**config.mk**
```make
export PLATFORM = sky130hd
export DESIGN_NAME = pipe_hazard_sched
export DESIGN_NICKNAME = d
export VERILOG_FILES = /design/src/rtl/pipe_hazard_sched.sv
export SDC_FILE = /design/constraint.sdc
export NUM_CORES = 1
export LEC_CHECK = 0
export ABC_AREA = 0
export CAP_MARGIN = 25
export CORE_UTILIZATION = 46
export DETAILED_ROUTE_END_ITERATION = 6
export PLACE_DENSITY = 0.8
export SLEW_MARGIN = 20
export SYNTH_ARGS = -nofsm -noshare
export SYNTH_HDL_FRONTEND = slang
export SYNTH_SLANG_ARGS = --single-unit
```
**constraint.sdc**
```tcl
create_clock -name clk_i -period 3.2 [get_ports clk_i]
set_clock_uncertainty 0.1 [all_clocks]
set_input_delay 0.8 -clock clk_i [delete_from_list [all_inputs] [get_ports clk_i]]
set_output_delay 0.8 -clock clk_i [all_outputs]
set_load 0.03 [all_outputs]
```
**src/rtl/pipe_hazard_sched.sv**
```systemverilog
// Central stall/flush scheduler for the 5-stage pipeline with deferred flushes and a hang watchdog.
// Optional performance counters are compiled in with `define PIPE_HAZARD_PERF_EN.
module pipe_hazard_sched #(
  parameter int PC_WIDTH      = 32,
  parameter int STALL_TIMEOUT = 1024,
  parameter int CNT_WIDTH     = 32
) (
  input  logic                clk_i,
  input  logic                rst_i,
  input  logic                stallreq_from_if_i,
  input  logic                stallreq_from_id_i,
  input  logic                stallreq_from_ex_i,
  input  logic                stallreq_from_mem_i,
  input  logic                flush_req_i,
  input  logic [PC_WIDTH-1:0] flush_pc_i,
  output logic [5:0]          stall_o,
  output logic [5:0]          flush_o,
  output logic                new_pc_valid_o,
  output logic [PC_WIDTH-1:0] new_pc_o,
  output logic                flush_pending_o,
  output logic                hang_o
`ifdef PIPE_HAZARD_PERF_EN
  ,
  output logic [CNT_WIDTH-1:0] perf_stall_cnt_o,
  output logic [CNT_WIDTH-1:0] perf_flush_cnt_o
`endif
);

  typedef enum logic {RUN, FLUSH_WAIT} state_t;

  localparam logic [15:0] TIMEOUT_M1 = 16'(STALL_TIMEOUT - 1);

  state_t              state;
  logic [PC_WIDTH-1:0] pend_pc;
  logic [15:0]         stall_cnt;
  logic                hang;
  logic [5:0]          merged_stall;
  logic                deep_stall;
  logic                issue_flush;
  logic [5:0]          stall;

  always_comb begin
    merged_stall = 6'b000000;
    if (stallreq_from_mem_i)     merged_stall = 6'b011111;
    else if (stallreq_from_ex_i) merged_stall = 6'b001111;
    else if (stallreq_from_id_i) merged_stall = 6'b000111;
    else if (stallreq_from_if_i) merged_stall = 6'b000011;
  end

  // A flush can only go out when EX and MEM are moving; otherwise it waits in FLUSH_WAIT.
  assign deep_stall  = stallreq_from_mem_i | stallreq_from_ex_i;
  assign issue_flush = !rst_i && !deep_stall &&
                       ((state == RUN && flush_req_i) || state == FLUSH_WAIT);

  always_comb begin
    stall          = 6'b000000;
    flush_o        = 6'b000000;
    new_pc_valid_o = 1'b0;
    new_pc_o       = '0;
    if (issue_flush) begin
      flush_o        = 6'b000110;
      new_pc_valid_o = 1'b1;
      new_pc_o       = (state == FLUSH_WAIT) ? pend_pc : flush_pc_i;
    end else if (!rst_i) begin
      stall = merged_stall;
    end
  end

  assign stall_o         = stall;
  assign flush_pending_o = (state == FLUSH_WAIT) && !rst_i;
  assign hang_o          = hang && !rst_i;

  always_ff @(posedge clk_i) begin
    if (rst_i) begin
      state     <= RUN;
      pend_pc   <= '0;
      stall_cnt <= '0;
      hang      <= 1'b0;
    end else begin
      unique case (state)
        RUN: begin
          if (flush_req_i && deep_stall) begin
            state   <= FLUSH_WAIT;
            pend_pc <= flush_pc_i;
          end
        end
        FLUSH_WAIT: begin
          if (!deep_stall) state <= RUN;
        end
        default: state <= RUN;
      endcase
      // Saturating run-length of consecutive stalled cycles; hang latches once it hits the timeout.
      if (stall == 6'b000000) stall_cnt <= '0;
      else if (stall_cnt != 16'hFFFF) stall_cnt <= stall_cnt + 16'd1;
      if (stall != 6'b000000 && stall_cnt >= TIMEOUT_M1) hang <= 1'b1;
    end
  end

`ifdef PIPE_HAZARD_PERF_EN
  logic [CNT_WIDTH-1:0] perf_stall_cnt;
  logic [CNT_WIDTH-1:0] perf_flush_cnt;

  always_ff @(posedge clk_i) begin
    if (rst_i) begin
      perf_stall_cnt <= '0;
      perf_flush_cnt <= '0;
    end else begin
      if (stall != 6'b000000 && perf_stall_cnt != '1) perf_stall_cnt <= perf_stall_cnt + 1'b1;
      if (issue_flush && perf_flush_cnt != '1) perf_flush_cnt <= perf_flush_cnt + 1'b1;
    end
  end

  assign perf_stall_cnt_o = rst_i ? '0 : perf_stall_cnt;
  assign perf_flush_cnt_o = rst_i ? '0 : perf_flush_cnt;
`endif

endmodule
```
== Word-level counts from Yosys, hierarchy flattened ==
Cells that the tools add are included.

* $add $sub $neg: 1
* Multiply operators: 0
* Div/mod/pow operators: 0
* Order comparisons: 1
* Equal/unequal tests: 1
* Shift operators: 0
* Muxes and demuxes: 13
* Bitwise gates (word level): 2
* Reductions and logical operators: 14

{| class="wikitable"
|+ Operators by type and width
! cell !! count
|-
| $mux W32 || 2
|-
| $mux W6 || 4
|-
| $add A16 B1 Y16 const B || 1
|-
| $ge A16 B10 Y1 const B || 1
|-
| $ne A16 B16 Y1 const B || 1
|-
| $logic_and A1 B1 Y1 || 7
|-
| $logic_not A6 Y1 || 1
|-
| $mux W3 || 2
|-
| $reduce_bool A6 Y1 || 1
|-
| $mux W1 || 3
|-
| $logic_not A1 Y1 || 2
|-
| $mux W2 || 1
|-
| $pmux W1 S2 || 1
|-
| $reduce_and A2 Y1 || 1
|-
| $reduce_or A2 Y1 || 1
|-
| $logic_or A1 B1 Y1 || 1
|-
| $not A1 Y1 || 1
|-
| $or A1 B1 Y1 || 1
|}

* Flip-flop bits (word level): 50
* Latch bits: 0
* RAM bits: 0
* ROM bits: 0
* Input bits: 39
* Output and inout port bits: 47
* Logic and storage cells: 36
* Memories: 0

== Logic depth before layout (Yosys ltp) ==
Gate-level depths: netlist (run 1).

* Depth after elaboration: 8
* Gate-level depth with buffers: 7
* Gate-level depth less buffers: 5

== Worst setup path before layout (run 1) ==
OpenSTA, ideal clock, no wires.

* Path kind: input-to-output
* Start point: input port stallreq_from_mem_i
* End point: output port stall_o[1]
* Arrival: 2152 ps
* Required time: 2300 ps
* Setup slack: 148 ps
* Cell stages on the path: 7
* Path buffers: 3
* Cells stage by stage: nor2_1 o31ai_1 nand2b_1 buf_2 buf_1 inv_1 buf_4

* Cells in the longest elaborated chain, start to end: 5
* Elaborated cells on any way between the ends: 7
* Those cells by class: 3 x mux; 1 x bitwise; 3 x reduce/logical

{| class="wikitable"
|+ Ends and longest elaborated chain
! item !! line !! text
|-
| start: declaration || 13 || <nowiki>input logic stallreq_from_mem_i,</nowiki>
|-
| $or A1 B1 Y1 || 51 || <nowiki>assign deep_stall = stallreq_from_mem_i | stallreq_from_ex_i;</nowiki>
|-
| $logic_not A1 Y1 || n/a ||
|-
| $logic_and A1 B1 Y1 (2 in a row) || 52 || <nowiki>assign issue_flush = !rst_i && !deep_stall &&</nowiki>
|-
| $mux W6 (*) || 60 || <nowiki>if (issue_flush) begin</nowiki>
|-
| end: declaration || 16 || <nowiki>output logic [5:0] stall_o,</nowiki>
|}

Every way passes the cells marked *; elsewhere a longest branch is shown, timed or not.

== Final worst setup path (run 1) ==
* Start point: input port stallreq_from_ex_i
* End point: output port new_pc_o[24]

* Cells in the longest elaborated chain, start to end: 5

{| class="wikitable"
|+ Ends and longest elaborated chain
! item !! line !! text
|-
| start: declaration || 12 || <nowiki>input logic stallreq_from_ex_i,</nowiki>
|-
| $or A1 B1 Y1 || 51 ||
|-
| $logic_not A1 Y1 || n/a ||
|-
| $logic_and A1 B1 Y1 (2 in a row) || 52 ||
|-
| $mux W32 || 60 ||
|-
| end: declaration || 19 || <nowiki>output logic [PC_WIDTH-1:0] new_pc_o,</nowiki>
|}

Every way passes these cells.

==> results of run 1 <==
## cells by family (layout without fill, tap and decap cells)
logic type | after synthesis | after routing | synth area share (%)
buffers and inverters | 37 | 109 | 7.812
other | 1 | 5 | 0.1419
multiplexers | 35 | 35 | 13.26
AND/OR/NAND/NOR | 153 | 153 | 27.37
adder cells (fa/ha/maj) | 1 | 1 | 0.4734
flip-flops | 50 | 50 | 37.88
AO/OA/AOI/OAI | 59 | 59 | 12.41
XOR/XNOR | 2 | 2 | 0.6630
## path summary, 6_finish.rpt
| check | endpoint | cells past startpoint |
|---|---|---|
| max reg2reg | stall_cnt[11] | 6 |
| min | pend_pc[14] | 2 |
| max | new_pc_o[24] | 5 |
| min reg2reg | pend_pc[14] | 2 |
## cell usage in the layout (no fill, tap or decap), types with 2 or more instances in the layout
master            n
nand2_1          68
buf_4            52
dfxtp_1          49
a21oi_1          39
mux2i_1          35
clkdlybuf4s50_1  35
nor2_1           31
nor2_2           13
or3_1             7
inv_1             6
o21ai_1           6
clkbuf_8          6
nand4_1           5
conb_1            5
nor4_1            4
nand3_1           4
a21oi_2           4
nor2b_1           3
nor3_1            3
a31oi_1           3
dlymetal6s2s_1    3
o31ai_1           2
nand2b_1          2
nand4_2           2
o21ai_0           2
clkbuf_16         2
buf_6             2
## registers in the layout, indices dropped and copies added (netlist names)
name,count
hang,1
pend_pc,32
state,1
stall_cnt,16
## report_power, final
group / switching (W) / internal (W) / leakage [nW]
combinational: 0.000145 / 0.000120 / 0.951
sequential: 0.0000147 / 0.000648 / 0.408
clock: 0.000204 / 0.000175 / 0.0482
## through the flow
stage / total power (W) / util (%) / hold slack [ns]
3_5_place_dp: 0.0009318 / 61.17 / 0.3463
2_1_floorplan: 0.0008327 / - / 0.3360
4_1_cts: 0.001305 / 62.99 / 0.3589
6_report: 0.001307 / 64.80 / 0.3580
5_1_grt: 0.001372 / 64.80 / 0.3765
3_3_place_gp: 0.0009278 / 61.17 / 0.3415
## worst register-to-register path: stages (launching register included)
cell,delay (ns)
dfxtp_1,0.40
ha_1,0.23
nand4_2,0.23
nor4_4,0.57
buf_4,0.28
or4b_1,0.14
a21oi_1,0.06
## final cells by class
cell class / count / area (um^2) / area share (%)
multi-input cells: 255 / 1491 / 41.80
flip-flops and latches: 50 / 1002 / 28.09
repair buffers: 95 / 870.8 / 24.40
well taps: 72 / 90.09 / 2.525
clock buffers: 7 / 86.33 / 2.419
inverters: 6 / 22.52 / 0.6311
clock inverters: 1 / 5.005 / 0.1403
## repair_timing
item                                    in CTS  in global routing
gates cloned                                 0                  3
pin swaps                                    0                  1
resized for setup                            3                 15
endpoints found under the setup margin      31                 30
## per-layer routing
metal	vias to the layer above	part of all wire, %
met5	-	0
met2	82	47
li1	1289	-
met4	0	2.4
met1	1203	45
met3	14	6.4
==> summary.txt, run 1 <==
Global routing
  – GRT met3 Usage: about 5.8%
  – Most used routing layer: met2
  – Initial antenna violation count: 0
  – Grt ovf: 0
  – Global-route met1 utilization: between 20 and 30%
  – GRT Util Overall: a little over a fifth
  – Met2 global-route usage: a little over a third
  – First-pass GRT wire length: about 10000 um
  – Number of global-route vias before repair: between 2000 and 2500
  – Maximum number of pins on one net before global-route repair: 40

Worst setup path
  – Delay-heaviest family, CP: buffers and inverters
  – R2R Setup Slk: 1.09 ns
  – Setup CP Type: in2out
  – Crit-path cells: clkdlybuf4s50_1, or4_4, clkbuf_16, nor2_2, buf_4
  – Worst Path Max Fanout: 7
  – Setup crit end kind: output port
  – CP required: approximately 2.3 ns
  – Crit path largest cell delay: roughly 0.51 ns
  – CP Launch Type: input port
  – CP Launch Point: stallreq_from_ex_i
  – CP max-delay cell: or4_4
  – Bufs and invs on worst path: 3
  – WP data arrival: approximately 2.2 ns
  – Worst r2r src: stall_cnt[0]

STA
  – Max Clk Rate: between 300 and 400 MHz
  – Fin worst setup slack: about 0.06 ns
  – RSZ-0062 raised after global routing: false
  – Setup Viol. Count Final: 0
  – Worst-margin pin slew: 0.6779 ns
  – Setup TNS: 0 ns
  – Final hold vios: 0
  – Final Max Slew Viols: 0
  – Final min period: approximately 3.1 ns
  – Relative slew slack: between 50% and 60%
  – Period utilisation layout: between 90% and 100%

Synth
  – Ys Warns: 0
  – Post-synthesis register bit count: 50
  – Synth Instances: about 340
  – Most frequent cells after synthesis: nand2_1 (68), dfxtp_1 (50), nor2_1 (44)
  – Seq/Total Area, Yosys: 37.88%
  – Most used DFF post-synth: dfxtp_1
  – Fraction of registers with async set/reset: 0%
  – Synth unique cells: 42
  – Synth Cell Area: ~0.0026 mm^2
  – Largest area contributor in the netlist: dfxtp_1
  – Top-area cell type share of the netlist area: 37.88%
  – Post-synth EDFFs: 0
  – Most numerous cell in the Yosys netlist: nand2_1
  – Synthesized area per cell: just under 8 um^2
  – Area contributors post-synth: dfxtp_1 (38%), mux2i_1 (13%), nand2_1 (9.7%)

Pwr
  – PD cells: roughly 370 mW/mm^2
  – Leak: approximately 1.4 nW
  – Max rail drop VDD: 0.2480 mV

Routing
  – WL final: 6478 um
  – Vias/cell: between 5 and 6
  – Routed via count: roughly 2600
  – Number of remaining DRC errors: 0
  – DRT antenna net count: 0
  – Pre-antenna DRT Iters: 4
  – Initial DRC count: 110
  – Wire length per cell: ~13 um

Placed design
  – # port buffers: 80
  – Dpl hpwl: roughly 4400 um
  – Dpl ws: -0.05931 ns
  – Dpl cell area: around 0.0034 mm^2
  – Placed cell count: 475
  – Placer congestion estimate: around 0.84

Floorplanning
  – Core Rows: 27
  – DIE WIDTH: 77.80 um
  – DIE HEIGHT: between 70 and 80 um
  – Core ar.: roughly 0.0055 mm^2
  – I/O pin count: 86
  – DIE AREA: between 0.006 and 0.007 mm^2
  – Initial core utilization: between 40% and 50%

Clocking
  – CTS tree: built
  – Cts bufs inserted: 5
  – Clock-pin slew on the worst setup and hold paths: 0.08 ns
  – Postcts setup bufs: 0
  – Htree depth: 2
  – Root buffer cell: clkbuf_8
  – Clk buf depth: 2
  – Clk sinks: 50
  – Clk_lat worst skew: ~0.3 ns
  – Hold_buf cts: 0

Hold path
  – Worst min path class: reg2reg
  – HP Start: pend_pc[14]

Cells and area
  – Synth-to-Final Area Change: 35.04%
  – Share of cells above drive strength 1: ~22%
  – Layout Nets: between 400 and 500
  – # fillers: around 470
  – Final instance area: roughly 0.0036 mm^2
  – Antenna cells: 0
  – Non-Filler Instances: 486

Outcome
  – Outcome: finished, final reports clean

Job
  – # Max-Cap Violations: 0
Note: power is estimated with default switching activity, not from simulation.
==> run 2: changes to the inputs <==
Settings changed: CAP_MARGIN 25 to default, CORE_MARGIN from default to 2, HOLD_SLACK_MARGIN from default to 0.1.
==> summary.txt, run 2 (synthesis gave the netlist of run 1 again) <==
Global routing
  – Maximum number of pins on one net before global-route repair: 40 (unchanged)
  – Most used routing layer: met2 (unchanged)
  – Initial antenna violation count: 0 (unchanged)
  – Grt ovf: 0 (unchanged)
  – Met2 global-route usage: 34.45% (was 36.55%)
  – GRT Util Overall: 19.65% (was 21.19%)
  – GRT met3 Usage: 3.507% (was 5.765%)
  – First-pass GRT wire length: 10050 um (was 10180 um)
  – Global-route met1 utilization: 23.69% (was 25.11%)
  – Number of global-route vias before repair: 2235 (was 2258)

Cells and area
  – Synth-to-Final Area Change: 33.95% (was 35.04%)
  – Layout Nets: 450 (was 453)
  – Antenna cells: 0 (unchanged)
  – Max FFs per register: 32 (unchanged)
  – Top reg by flops: pend_pc (unchanged)
  – Most common cell after layout, fill and taps aside: nand2_1 (unchanged)
  – Final instance area: 0.003540 mm^2 (was 0.003568 mm^2)
  – Share of cells above drive strength 1: 21.46% (was 21.98%)
  – Largest regs: pend_pc: 32 flops, stall_cnt: 16 flops (unchanged)
  – Non-Filler Instances: 482 (was 486)
  – Most frequent cells in the layout: nand2_1 (68), dfxtp_1 (49), buf_4 (47) (was nand2_1 (68), buf_4 (52), dfxtp_1 (49))

Clocking
  – Cts bufs inserted: 5 (unchanged)
  – Clk buf depth: 2 (unchanged)
  – Htree depth: 2 (unchanged)
  – Root buffer cell: clkbuf_8 (unchanged)
  – Clock-pin slew on the worst setup and hold paths: 0.09 ns (was 0.08 ns)
  – Postcts setup bufs: 0 (unchanged)
  – Clk sinks: 50 (unchanged)
  – CTS tree: built (unchanged)
  – Clk_lat worst skew: 0.30 ns (about the same)

STA
  – Relative slew slack: 55.55% (was 54.81%)
  – RSZ-0062 raised after global routing: true (was false)
  – Max Clk Rate: 314.5 MHz (was 318.4 MHz)
  – WHS: 0.3580 ns (about the same)
  – Final Max Slew Viols: 0 (unchanged)
  – Period utilisation layout: 99.38% (was 98.15%)
  – Final hold vios: 0 (unchanged)
  – Worst-margin pin slew: 0.6667 ns (was 0.6779 ns)
  – Final min period: 3.180 ns (was 3.141 ns)
  – Setup Viol. Count Final: 0 (unchanged)

Floorplanning
  – Initial core utilization: 47.70% (was 47.99%)
  – DIE AREA: 0.006367 mm^2 (was 0.006052 mm^2)
  – DIE HEIGHT: 79.80 um (was 77.80 um)
  – I/O pin count: 86 (unchanged)
  – DIE WIDTH: 79.80 um (was 77.80 um)
  – Core ar.: 0.005540 mm^2 (was 0.005507 mm^2)
  – Core Rows: 27 (unchanged)

Worst setup path
  – CP Launch Type: input port (unchanged)
  – CP Launch Point: flush_req_i (was stallreq_from_ex_i)
  – Setup crit end kind: output port (unchanged)
  – Setup CP Type: in2out (unchanged)
  – CP required: 2.30 ns (about the same)
  – Worst r2r src: state (was stall_cnt[0])
  – WP data arrival: 2.28 ns (was 2.24 ns)
  – Worst Path Max Fanout: 20 (was 7)

Placed design
  – Dpl cell area: 0.003356 mm^2 (was 0.003368 mm^2)
  – Placer congestion estimate: 0.8312 (was 0.8397)
  – Dpl hpwl: 4432 um (was 4351 um)
  – Placed cell count: 475 (unchanged)
  – # port buffers: 80 (unchanged)

Job
  – # Max-Cap Violations: 0 (unchanged)

Routing
  – Routed via count: 2514 (was 2588)
  – Number of remaining DRC errors: 0 (unchanged)
  – WL final: 6426 um (was 6478 um)
  – Wire length per cell: 13.33 um (about the same)
  – DRT antenna net count: 0 (unchanged)
  – Pre-antenna DRT Iters: 4 (unchanged)
  – Vias/cell: 5.216 (was 5.325)
  – Initial DRC count: 89 (was 110)

Pwr
  – Clock power frac: 32.7% (was 29.0%)
  – Switching part of the total: 26.06% (was 27.85%)
  – Leak: 1.360 nW (was 1.408 nW)
  – Sequential Power Share: 48.3% (was 50.7%)
  – Max rail drop VDD: 0.2620 mV (was 0.2480 mV)
  – Gate power share: 19.0% (was 20.3%)
  – Switch Pwr: 0.0003581 W (was 0.0003639 W)
  – PD cells: 388.1 mW/mm^2 (was 366.2 mW/mm^2)
  – P_int: 0.001016 W (was 0.0009430 W)
  – Tot Pwr: 0.001374 W (was 0.001307 W)

Outcome
  – Outcome: finished, final reports clean (unchanged)

Hold path
  – Worst min path class: reg2reg (unchanged)
  – HP Start: pend_pc[23] (was pend_pc[14])
-- run 2: changes by cell type in the layout (fill, tap and decap cells not counted), sizes merged --
cell           change
clkbuf             -3
clkdlybuf4s50      +3
dlymetal6s2s       -3
buf                -1
bufinv             +1
clkinv             -1
-- run 2: power by group through the flow --
stage | clock network, W | registers [W] | logic [W]
after floorplan | 0 | 0.000674 | 0.000159
after global placement | 0 | 0.000677 | 0.000249
after detailed placement | 0 | 0.000678 | 0.000253
after CTS | 0.000461 | 0.000664 | 0.000255
after global routing | 0.000485 | 0.000667 | 0.000282
final | 0.000449 | 0.000664 | 0.000261
-- run 2: repair_timing --
item                                   4_1_cts  5_1_grt
hold buffers                                 0        0
setup endpoints to repair                   13       21
resized for setup                            3       20
endpoints found under the hold margin        0        0
-- run 2: final timing paths --
path | cells after the start | endpoint | slack (ns)
worst max-delay path | 6 | new_pc_o[9] | 0.02
worst min-delay path | 2 | pend_pc[23] | 0.36
worst max register to register | 4 | pend_pc[17] | 1.23
worst min register to register | 2 | pend_pc[23] | 0.36
-- run 2: layer usage --
metal  wire, um  share of wire (%)
met1       2831                 44
met2       3149                 49
met3        319                5.0
met4        125                1.9
met5          0                  0
-- run 2: layout make-up --
class                   instances  area [um^2]
flip-flops and latches         50         1002
clock inverters                 1        30.03
well taps                      72        90.09
repair buffers                 92        820.8
inverters                       6        22.52
multi-input cells             255         1491
clock buffers                   6        82.58
fillers                       497         2001
-- run 2: worst max-delay path, stage by stage --
cell             delay, ns
clkdlybuf4s50_1       0.48
nor2_1                0.08
or4_4                 0.45
buf_12                0.18
nor2_1                0.12
buf_4                 0.17
-- run 2: through the flow --
step | setup TNS (ns) | setup WS, ns | util (%)
2_1_floorplan | 0 | 0.1482 | -
3_3_place_gp | 0 | 0.01039 | 60.57
3_5_place_dp | -0.02257 | -0.01029 | 60.57
4_1_cts | 0 | 0.02316 | 62.80
5_1_grt | -0.2470 | -0.02605 | 63.89
6_report | 0 | 0.01991 | 63.89
